==> config.mk <==
export PLATFORM = sky130hd
export DESIGN_NAME = led_matrix_scan_driver_flat
export DESIGN_NICKNAME = d
export VERILOG_FILES = /design/src/rtl/led_matrix_scan_driver_if.sv /design/src/rtl/led_matrix_scan_driver.sv /design/src/flat_wrapper.sv
export SDC_FILE = /design/constraint.sdc
export NUM_CORES = 1
export LEC_CHECK = 0
export BUFFER_PORTS_ARGS = -buffer_cell sky130_fd_sc_hd__buf_4
export CAP_MARGIN = 0
export CORE_ASPECT_RATIO = 0.9
export CORE_MARGIN = 1
export CORE_UTILIZATION = 44
export DETAILED_ROUTE_END_ITERATION = 16
export GPL_ROUTABILITY_DRIVEN = 0
export HOLD_SLACK_MARGIN = 0.1
export SETUP_SLACK_MARGIN = 0.5
export SLEW_MARGIN = 20
export SYNTH_ARGS = -nofsm -noshare
export SYNTH_HDL_FRONTEND = slang
export SYNTH_HIERARCHICAL = 1
export SYNTH_SLANG_ARGS = --single-unit
==> constraint.sdc <==
create_clock -name clk -period 4.42 [get_ports clk]
set_clock_uncertainty 0.15 [all_clocks]
set_input_delay 0.442 -clock clk [delete_from_list [all_inputs] [get_ports clk]]
set_output_delay 0.442 -clock clk [all_outputs]
set_load 0.02 [all_outputs]
==> src/rtl/led_matrix_scan_driver_if.sv <==
// Port bundle between the display-content logic and the scan driver.
// master = application side, slave = scan driver.
interface led_matrix_scan_driver_if #(
  parameter int NUM_COLS = 5,
  parameter int NUM_ROWS = 7
);
  localparam int CIW = $clog2(NUM_COLS);

  logic                enable;
  logic                wr_en;
  logic [CIW-1:0]      wr_col;
  logic [NUM_ROWS-1:0] wr_data;
  logic                swap_req;
  logic [NUM_COLS-1:0] column_status;
  logic [NUM_ROWS-1:0] row_data;
  logic                frame_start;
  logic                swap_done;

  modport master (
    output enable, wr_en, wr_col, wr_data, swap_req,
    input  column_status, row_data, frame_start, swap_done
  );

  modport slave (
    input  enable, wr_en, wr_col, wr_data, swap_req,
    output column_status, row_data, frame_start, swap_done
  );
endinterface

==> src/rtl/led_matrix_scan_driver.sv <==
// Time-multiplexed LED matrix scan driver: double-buffered frame store,
// programmable dwell and blanking, swap only at frame boundaries.

// One column of the frame store: two row words, one front and one back.
module led_matrix_col_lane #(
  parameter int IDX      = 0,
  parameter int NUM_ROWS = 7,
  parameter int CIW      = 3
)(
  input  logic                clk,
  input  logic                reset,
  input  logic                wr_en,
  input  logic [CIW-1:0]      wr_col,
  input  logic [NUM_ROWS-1:0] wr_data,
  input  logic                sel,
  input  logic                sel_nx,
  input  logic                drive_nx,
  input  logic [CIW-1:0]      col_nx,
  output logic                col_en_nx,
  output logic [NUM_ROWS-1:0] row_nx
);
  localparam logic [CIW-1:0] IDX_C = CIW'(IDX);

  logic [NUM_ROWS-1:0] b0, b1, front_nx;
  logic                wr_hit;

  // out-of-range wr_col never matches any lane index, so it is dropped
  assign wr_hit = wr_en && (wr_col == IDX_C);

  // sel=0: b0 front / b1 back; sel=1: b1 front / b0 back
  always_ff @(posedge clk or posedge reset) begin
    if (reset) begin
      b0 <= '0;
      b1 <= '0;
    end else if (wr_hit) begin
      if (sel) b0 <= wr_data;
      else     b1 <= wr_data;
    end
  end

  // a write landing in the swap cycle goes to the buffer about to become front
  always_comb begin
    front_nx = sel_nx ? b1 : b0;
    if (wr_hit && (sel_nx != sel)) front_nx = wr_data;
  end

  assign col_en_nx = drive_nx && (col_nx == IDX_C);
  assign row_nx    = col_en_nx ? front_nx : '0;
endmodule

module led_matrix_scan_driver #(
  parameter int NUM_COLS     = 5,
  parameter int NUM_ROWS     = 7,
  parameter int DWELL_CYCLES = 1000,
  parameter int BLANK_CYCLES = 2
)(
  input logic                    clk,
  input logic                    reset,
  led_matrix_scan_driver_if.slave bus
);
  localparam int CIW  = $clog2(NUM_COLS);
  localparam int CMAX = (DWELL_CYCLES > BLANK_CYCLES) ? DWELL_CYCLES : BLANK_CYCLES;
  localparam int CW   = $clog2((CMAX > 2) ? CMAX : 2);
  localparam logic [CW-1:0]  DW_LAST  = CW'(DWELL_CYCLES - 1);
  localparam logic [CW-1:0]  BL_LAST  = CW'((BLANK_CYCLES > 0) ? BLANK_CYCLES - 1 : 0);
  localparam logic [CIW-1:0] COL_LAST = CIW'(NUM_COLS - 1);

  typedef enum logic {S_BLANK = 1'b0, S_DRIVE = 1'b1} state_t;

  state_t         state, state_nx;
  logic [CW-1:0]  cnt, cnt_nx;
  logic [CIW-1:0] col, col_nx;
  logic           run, run_nx;
  logic           sel, sel_nx;
  logic           pend, pend_nx;
  logic           swap_now, drive_nx;

  logic [NUM_COLS-1:0]               col_en_nx;
  logic [NUM_COLS-1:0][NUM_ROWS-1:0] lane_row_nx;
  logic [NUM_ROWS-1:0]               row_nx;

  always_ff @(posedge clk or posedge reset) begin
    if (reset) begin
      state <= S_BLANK;
      cnt   <= '0;
      col   <= '0;
      run   <= 1'b0;
      sel   <= 1'b0;
      pend  <= 1'b0;
    end else begin
      state <= state_nx;
      cnt   <= cnt_nx;
      col   <= col_nx;
      run   <= run_nx;
      sel   <= sel_nx;
      pend  <= pend_nx;
    end
  end

  // run marks an active scan; the cycle that sets it is the leading BLANK
  always_comb begin
    state_nx = state;
    cnt_nx   = cnt;
    col_nx   = col;
    run_nx   = run;
    sel_nx   = sel;
    pend_nx  = pend | bus.swap_req;
    swap_now = 1'b0;
    if (!bus.enable) begin
      state_nx = S_BLANK;
      cnt_nx   = '0;
      col_nx   = '0;
      run_nx   = 1'b0;
    end else if (!run) begin
      run_nx   = 1'b1;
      state_nx = (BLANK_CYCLES == 0) ? S_DRIVE : S_BLANK;
      cnt_nx   = '0;
      col_nx   = '0;
    end else begin
      case (state)
        S_BLANK: begin
          if (cnt == BL_LAST) begin
            state_nx = S_DRIVE;
            cnt_nx   = '0;
          end else begin
            cnt_nx = cnt + 1'b1;
          end
        end
        S_DRIVE: begin
          if (cnt == DW_LAST) begin
            state_nx = (BLANK_CYCLES == 0) ? S_DRIVE : S_BLANK;
            cnt_nx   = '0;
            if (col == COL_LAST) begin
              col_nx = '0;
              if (pend || bus.swap_req) begin
                swap_now = 1'b1;
                sel_nx   = ~sel;
                pend_nx  = 1'b0;
              end
            end else begin
              col_nx = col + 1'b1;
            end
          end else begin
            cnt_nx = cnt + 1'b1;
          end
        end
        default: state_nx = S_BLANK;
      endcase
    end
  end

  assign drive_nx = run_nx && (state_nx == S_DRIVE);

  for (genvar i = 0; i < NUM_COLS; i++) begin : g_lane
    led_matrix_col_lane #(
      .IDX(i), .NUM_ROWS(NUM_ROWS), .CIW(CIW)
    ) u_lane (
      .clk       (clk),
      .reset     (reset),
      .wr_en     (bus.wr_en),
      .wr_col    (bus.wr_col),
      .wr_data   (bus.wr_data),
      .sel       (sel),
      .sel_nx    (sel_nx),
      .drive_nx  (drive_nx),
      .col_nx    (col_nx),
      .col_en_nx (col_en_nx[i]),
      .row_nx    (lane_row_nx[i])
    );
  end

  // only the active lane contributes a non-zero word
  always_comb begin
    row_nx = '0;
    for (int i = 0; i < NUM_COLS; i++) row_nx = row_nx | lane_row_nx[i];
  end

  always_ff @(posedge clk or posedge reset) begin
    if (reset) begin
      bus.column_status <= '0;
      bus.row_data      <= '0;
      bus.frame_start   <= 1'b0;
      bus.swap_done     <= 1'b0;
    end else begin
      bus.column_status <= col_en_nx;
      bus.row_data      <= row_nx;
      bus.frame_start   <= drive_nx && (col_nx == '0) && (cnt_nx == '0);
      bus.swap_done     <= swap_now;
    end
  end
endmodule

==> src/flat_wrapper.sv <==
// flat-port wrapper written by rule: the top's interface ports become plain ports
module led_matrix_scan_driver_flat 
#(
  parameter int NUM_COLS     = 5,
  parameter int NUM_ROWS     = 7,
  parameter int DWELL_CYCLES = 1000,
  parameter int BLANK_CYCLES = 2
)
  (clk, reset, bus_enable, bus_wr_en, bus_wr_col, bus_wr_data, bus_swap_req, bus_column_status, bus_row_data, bus_frame_start, bus_swap_done);
  led_matrix_scan_driver_if #(.NUM_COLS(NUM_COLS), .NUM_ROWS(NUM_ROWS)) bus_i ();
  input logic clk;
  input logic reset;
  input wire logic [$bits(bus_i.enable)-1:0] bus_enable;
  input wire logic [$bits(bus_i.wr_en)-1:0] bus_wr_en;
  input wire logic [$bits(bus_i.wr_col)-1:0] bus_wr_col;
  input wire logic [$bits(bus_i.wr_data)-1:0] bus_wr_data;
  input wire logic [$bits(bus_i.swap_req)-1:0] bus_swap_req;
  output wire logic [$bits(bus_i.column_status)-1:0] bus_column_status;
  output wire logic [$bits(bus_i.row_data)-1:0] bus_row_data;
  output wire logic [$bits(bus_i.frame_start)-1:0] bus_frame_start;
  output wire logic [$bits(bus_i.swap_done)-1:0] bus_swap_done;
  assign bus_i.enable = bus_enable;
  assign bus_i.wr_en = bus_wr_en;
  assign bus_i.wr_col = bus_wr_col;
  assign bus_i.wr_data = bus_wr_data;
  assign bus_i.swap_req = bus_swap_req;
  assign bus_column_status = bus_i.column_status;
  assign bus_row_data = bus_i.row_data;
  assign bus_frame_start = bus_i.frame_start;
  assign bus_swap_done = bus_i.swap_done;
  led_matrix_scan_driver #(.NUM_COLS(NUM_COLS), .NUM_ROWS(NUM_ROWS), .DWELL_CYCLES(DWELL_CYCLES), .BLANK_CYCLES(BLANK_CYCLES)) u_core (.clk(clk), .reset(reset), .bus(bus_i));
endmodule
# Yosys cells after proc, flatten, opt, wreduce, memory -nomap -nowiden
# Index checks and enable logic that the tools add are counted.
[word_totals]
register_bits = 101
in_bits = 15
output_inout_bits = 14
word_cells = 121
[op_classes]
add_sub_neg = 2
n_eq_ne = 12
mux = 49
bitwise_logic = 7
n_reduce_logical = 31
[ops]
columns = ["cell", "n"]
rows = [
  ["$mux 7", 15],
  ["$mux 10", 4],
  ["$or 7x7->7", 4],
  ["$mux 1", 23],
  ["$pmux 10 s2", 1],
  ["$reduce_and 2->1", 10],
  ["$logic_and 1x1->1", 17],
  ["$mux 3", 5],
  ["$eq 3x2->1 const B", 4],
  ["$add 10x1->10 const B", 1],
  ["$eq 10x1->1 const B", 1],
  ["$eq 10x10->1 const B", 1],
  ["$logic_not 10->1", 1],
  ["$eq 3x3->1 const B", 3],
  ["$eq 3x1->1 const B", 2],
  ["$logic_not 3->1", 2],
  ["$add 3x1->3 const B", 1],
  ["$not 1->1", 2],
  ["$pmux 1 s2", 1],
  ["$logic_or 1x1->1", 1],
  ["$ne 1x1->1", 1],
  ["$or 1x1->1", 1],
]

# Depth between registers and ports, before layout
[depth]
ltp_word = 15
ltp_mapped = 13
ltp_nobuf = 11

# Hierarchy
# The synthesis kept the hierarchy.
[modules_own_cells]
columns = ["mod", "instances", "cells_each", "area_each_um2", "seq_area_each_um2"]
rows = [
  ["led_matrix_col_lane at u_core.g_lane[1].u_lane ...", 2, 63, 840.8, 350.3],
  ["led_matrix_scan_driver", 1, 140, 1450.1, 775.7],
  ["led_matrix_col_lane at u_core.g_lane[3].u_lane", 1, 61, 839.6, 350.3],
  ["led_matrix_col_lane at u_core.g_lane[4].u_lane", 1, 63, 834.6, 350.3],
  ["led_matrix_col_lane at u_core.g_lane[0].u_lane", 1, 62, 792.0, 350.3],
]

# Worst setup path before layout
# OpenSTA, ideal clock, no wires.
[synth_timing]
path_kind = "register to register"
from = "register u_core.cnt[8]"
to = "register u_core.bus.row_data[0]"
setup_time_ns = 0.121
t_arrival_ns = 2.910
t_required_ns = 4.149
path_slack_ns = 1.238
path_stages_with_launch = 14
path_buffers = 3
period_less_slack_ns = 3.182
path_cell_list = "dfrtp_1 nand4_2 nor4_1 nand3_1 buf_6 nor4_4 xor2_1 buf_2 xnor2_1 nand2b_1 buf_2 a211oi_1 nor3_1 nand2_1"
[synth_lines]
columns = ["item", "line", "rtl"]
rows = [
  ["start, declared", "led_matrix_scan_driver.sv:71", "logic [CW-1:0] cnt, cnt_nx;"],
  ["start signal, assigned", "led_matrix_scan_driver.sv:92", "cnt <= cnt_nx;"],
  ["end signal, assigned", "led_matrix_scan_driver.sv:186", "bus.row_data <= row_nx;"],
  ["end, declared", "led_matrix_scan_driver_if.sv:26", "output column_status, row_data, frame_start, swap_done"],
]

==> results.md <==
* Run status: completed
* Avg Cell Area, Syn at 12.4 sq um
* Share of layout cells above drive strength 1 at 35.8%
* Achievable Freq at 282 MHz
* Largest net degree at the start of global routing at 32
* Startpoint of the worst hold path: bus_swap_req
* Vertical die dimension at between 100 and 150 microns
* Detailed-routing wirelength on met1 at between 6000 and 7000 microns
* Number of synthesized register bits at roughly 100
* Number of nets produced by synthesis at between 400 and 500
* Sequential element share of the synthesized area at roughly 45%
* Tcrit/Tclk final at roughly four fifths
* Total of max-cap violations at 0
* Number of global-route vias before repair at between 3000 and 4000
* Die footprint at roughly 0.013 sq mm
* Post-Synthesis Cell Area at ~0.0056 sq mm
* Number of input and output port buffers inserted at 28
* Starting density of the core at a little under half
* CTS H-tree lvls at 3
* NumNets Final at 500
* Commonest cells after routing, fill and taps aside: 101 x dfrtp_1, 45 x nor3_1, 41 x buf_4
* Top FF cell, synth: dfrtp_1
* Setup tns final at 0 ns
* Final HPWL DP at around 8500 microns
* Number of antenna violations at the first check in global routing at 0
* Portion of total power attributed to combinational logic at 8.0%
* Placed inst area at slightly below 0.006 sq mm
* Worst-Margin Slew at roughly 0.55 ns
* Relative contribution of the clock network to total power at a little over two fifths
* GRT Resource Usage Total at about a fifth
* Clock root cell: clkbuf_16
* Final global-route overflow total at 0
* Number of clock sinks at ~100
* Internal power contribution at 1.64 mW
* Antenna Diode Count at 0
* Hold Worst Slack at 0.252 ns
* Crit Path Category: flop to flop
* Synth warnings at 6
* Wirelength, routed at 12400 microns
* Layout overhead on the synthesized area at 11.8%
* Number of endpoints with negative hold slack in the final report at 0
* Startpoint type of the worst setup path: flop
* Met2 Routed Length at about 5700 microns
* Horizontal extent of the die at roughly 120 microns
* Number of nets still failing antenna checks after routing at 0
* Core occupancy in the finished layout at around 51%
* Number of failing setup endpoints in the final timing report at 0
* Number of enable flip-flop cells after synthesis at 0
* IR Drop Worst-Case VDD at between 0.2 and 0.25 mV
* Unrepaired setup endpoints after global routing: false
* Number of search-and-repair iterations in the first detailed-routing pass at 6
* Routed length on met3 at around 470 microns
* Worst-case headroom to the max-slew limit at roughly 63%
* Number of rows created at floorplan at 38
* Kind of end point of the critical path: flop
* Tot Pwr at about 2.1 mW
* Source-to-sink clock delay at the later pin of the worst-skew pair at around 0.35 ns
* Top fanout value on the critical path at 11
* Post-Layout Inst Area at 0.00626 sq mm
* DR vias at approximately 3600
* Clk pin slew, worst setup/hold paths at roughly 0.07 ns
* Ratio of routed vias to standard cells at approximately 5.5
* Routed length per instance at just under 20 microns
* Drt drc at 0
* Filler cell count in the final layout at approximately 1000
* Iter 0 DRT Violations at ~210
* Clock period minus final worst setup slack at approximately 3.5 ns
* Worst r2r src: u_core/cnt[7]
* Number of different library cells in the post-synthesis netlist at 49
* Fraction of power consumed by sequential logic at between 40% and 50%
* Switching power of the nets at 0.472 mW
* First element of the critical path: u_core/cnt[7]
* CTS max path bufs at 2
* Clock tree from TritonCTS: yes
* Core outline area at 0.0122 sq mm
* Async set-or-reset flop fraction in the synthesized netlist at 100%
* Number of placed I/O pins at 29
* Data arrival time of the critical path at 3.62 ns
* CTS Buf Count at 9
* Switching power share of the total at roughly 22%
* Top layer reached by signal wires: met4
* Pwr/cell area at approximately 340 mW/mm^2
* Post-CTS resize count at 0
* Class of the tightest hold or removal check: input port to flop
* Number of standard cells after synthesis at ~450
* Required time reported for the critical path endpoint at 4.50 ns
* First-pass GRT wire length at between 20000 and 25000 microns
* Most frequent standard cell in the layout excluding fill and tap cells: dfrtp_1
* LEAKAGE at roughly 2.6 nW
* Slew Viols, Final at 0
==> cell families (layout without fill, tap and decap cells) <==
group,count (synthesis),in the layout,synth area share (%)
AO/OA/AOI/OAI,45,45,8.47
XOR/XNOR,17,17,3.20
adder cells (fa/ha/maj),4,4,0.894
buffers and inverters,45,79,5.41
flip-flops,101,101,45.1
multiplexers,105,105,22.7
AND/OR/NAND/NOR,135,135,14.2
==> area by class of cell <==
class | count | area [sq um] | area share (%)
flip-flops and latches | 101 | 2530 | 40.4
repair buffers | 43 | 328 | 5.24
clock inverters | 7 | 114 | 1.82
clock buffers | 9 | 225 | 3.60
well taps | 160 | 200 | 3.20
inverters | 20 | 75.1 | 1.20
multi-input cells | 306 | 2790 | 44.5
==> power groups by stage <==
stage	logic [mW]	registers, mW	clock network (mW)
after floorplan	0.117	1.05	0
after global placement	0.165	1.06	0
after detailed placement	0.170	1.06	0
after CTS	0.173	1.04	0.924
after global routing	0.187	1.05	0.963
final	0.170	1.05	0.898
==> synth_stat cells (all sizes together) (2+ instances only) <==
cell type  instances  area [sq um]
nand2             16          60.1
ha                 4          50.1
nor3              45           225
or2                9          56.3
clkbuf             4          15.0
or3b               2          17.5
mux2i             35           350
nor4               2          27.5
or4b               3          33.8
mux2              70           920
nand3              7          47.6
nand4bb            3          33.8
dfrtp            101          2530
a21oi              4          20.0
inv               20          75.1
xnor2             15           161
buf               21           213
o21ai              2          10.0
nand4b             2          32.5
a211oi            35           403
xor2               2          17.5
nand4              3          25.0
or4bb              2          22.5
nor2              34           154
==> flip-flops by register name (all words and copies together), names as in the netlist <==
register	flops
u_core/bus.frame_start	1
u_core/bus.swap_done	1
u_core/g_lane.u_lane/b0	35
u_core/bus.column_status	5
u_core/pend	1
u_core/state	1
u_core/sel	1
u_core/g_lane.u_lane/b1	35
u_core/col	3
u_core/bus.row_data	7
u_core/run	1
u_core/cnt	10
==> worst paths after layout <==
| path | slack [ns] | cells past startpoint | to |
|---|---|---|---|
| setup / recovery | 0.87 | 11 | u_core/bus.row_data[2] |
| hold / removal | 0.25 | 3 | u_core/pend |
| setup reg to reg | 0.87 | 11 | u_core/bus.row_data[2] |
| hold reg to reg | 0.36 | 1 | u_core/g_lane[0].u_lane/b0[3] |
| max in group asynchronous | 3.13 | 3 | u_core/g_lane[1].u_lane/b1[0] |
| min in group asynchronous | 0.60 | 3 | u_core/g_lane[0].u_lane/b0[4] |
==> layer usage <==
layer / vias up / GRT usage [%]
met5: - / 0
met2: 76 / 32.2
li1: 1679 / -
met3: 11 / 3.97
met1: 1798 / 30.0
met4: 0 / 5.73
==> what timing repair did <==
| item | in CTS | in global routing |
|---|---|---|
| hold buffers | 2 | 0 |
| buffers inserted | 0 | 8 |
| endpoints found under the setup margin | 0 | 7 |
| hold endpoints to repair | 73 | 0 |
==> critical path: stages (launching register included) <==
cell and delay (ns):
dfrtp_1 0.43, nand4_2 0.17, nor4_1 0.27, nand3_1 0.36, nor4_4 0.50, xor2_4 0.11
buf_4 0.18, xnor2_1 0.47, nand2b_1 0.31, a211oi_1 0.12, nor3_1 0.26, nand2_1 0.08
==> through the flow <==
stage | setup slack, ns | std cells
after floorplan | 1.24 | 452
after global placement | 0.755 | 620
after detailed placement | 0.657 | 620
after CTS | 0.607 | 638
after global routing | 0.580 | 646
final | 0.874 | 646
No activity file was read; power rests on OpenSTA's default activity.
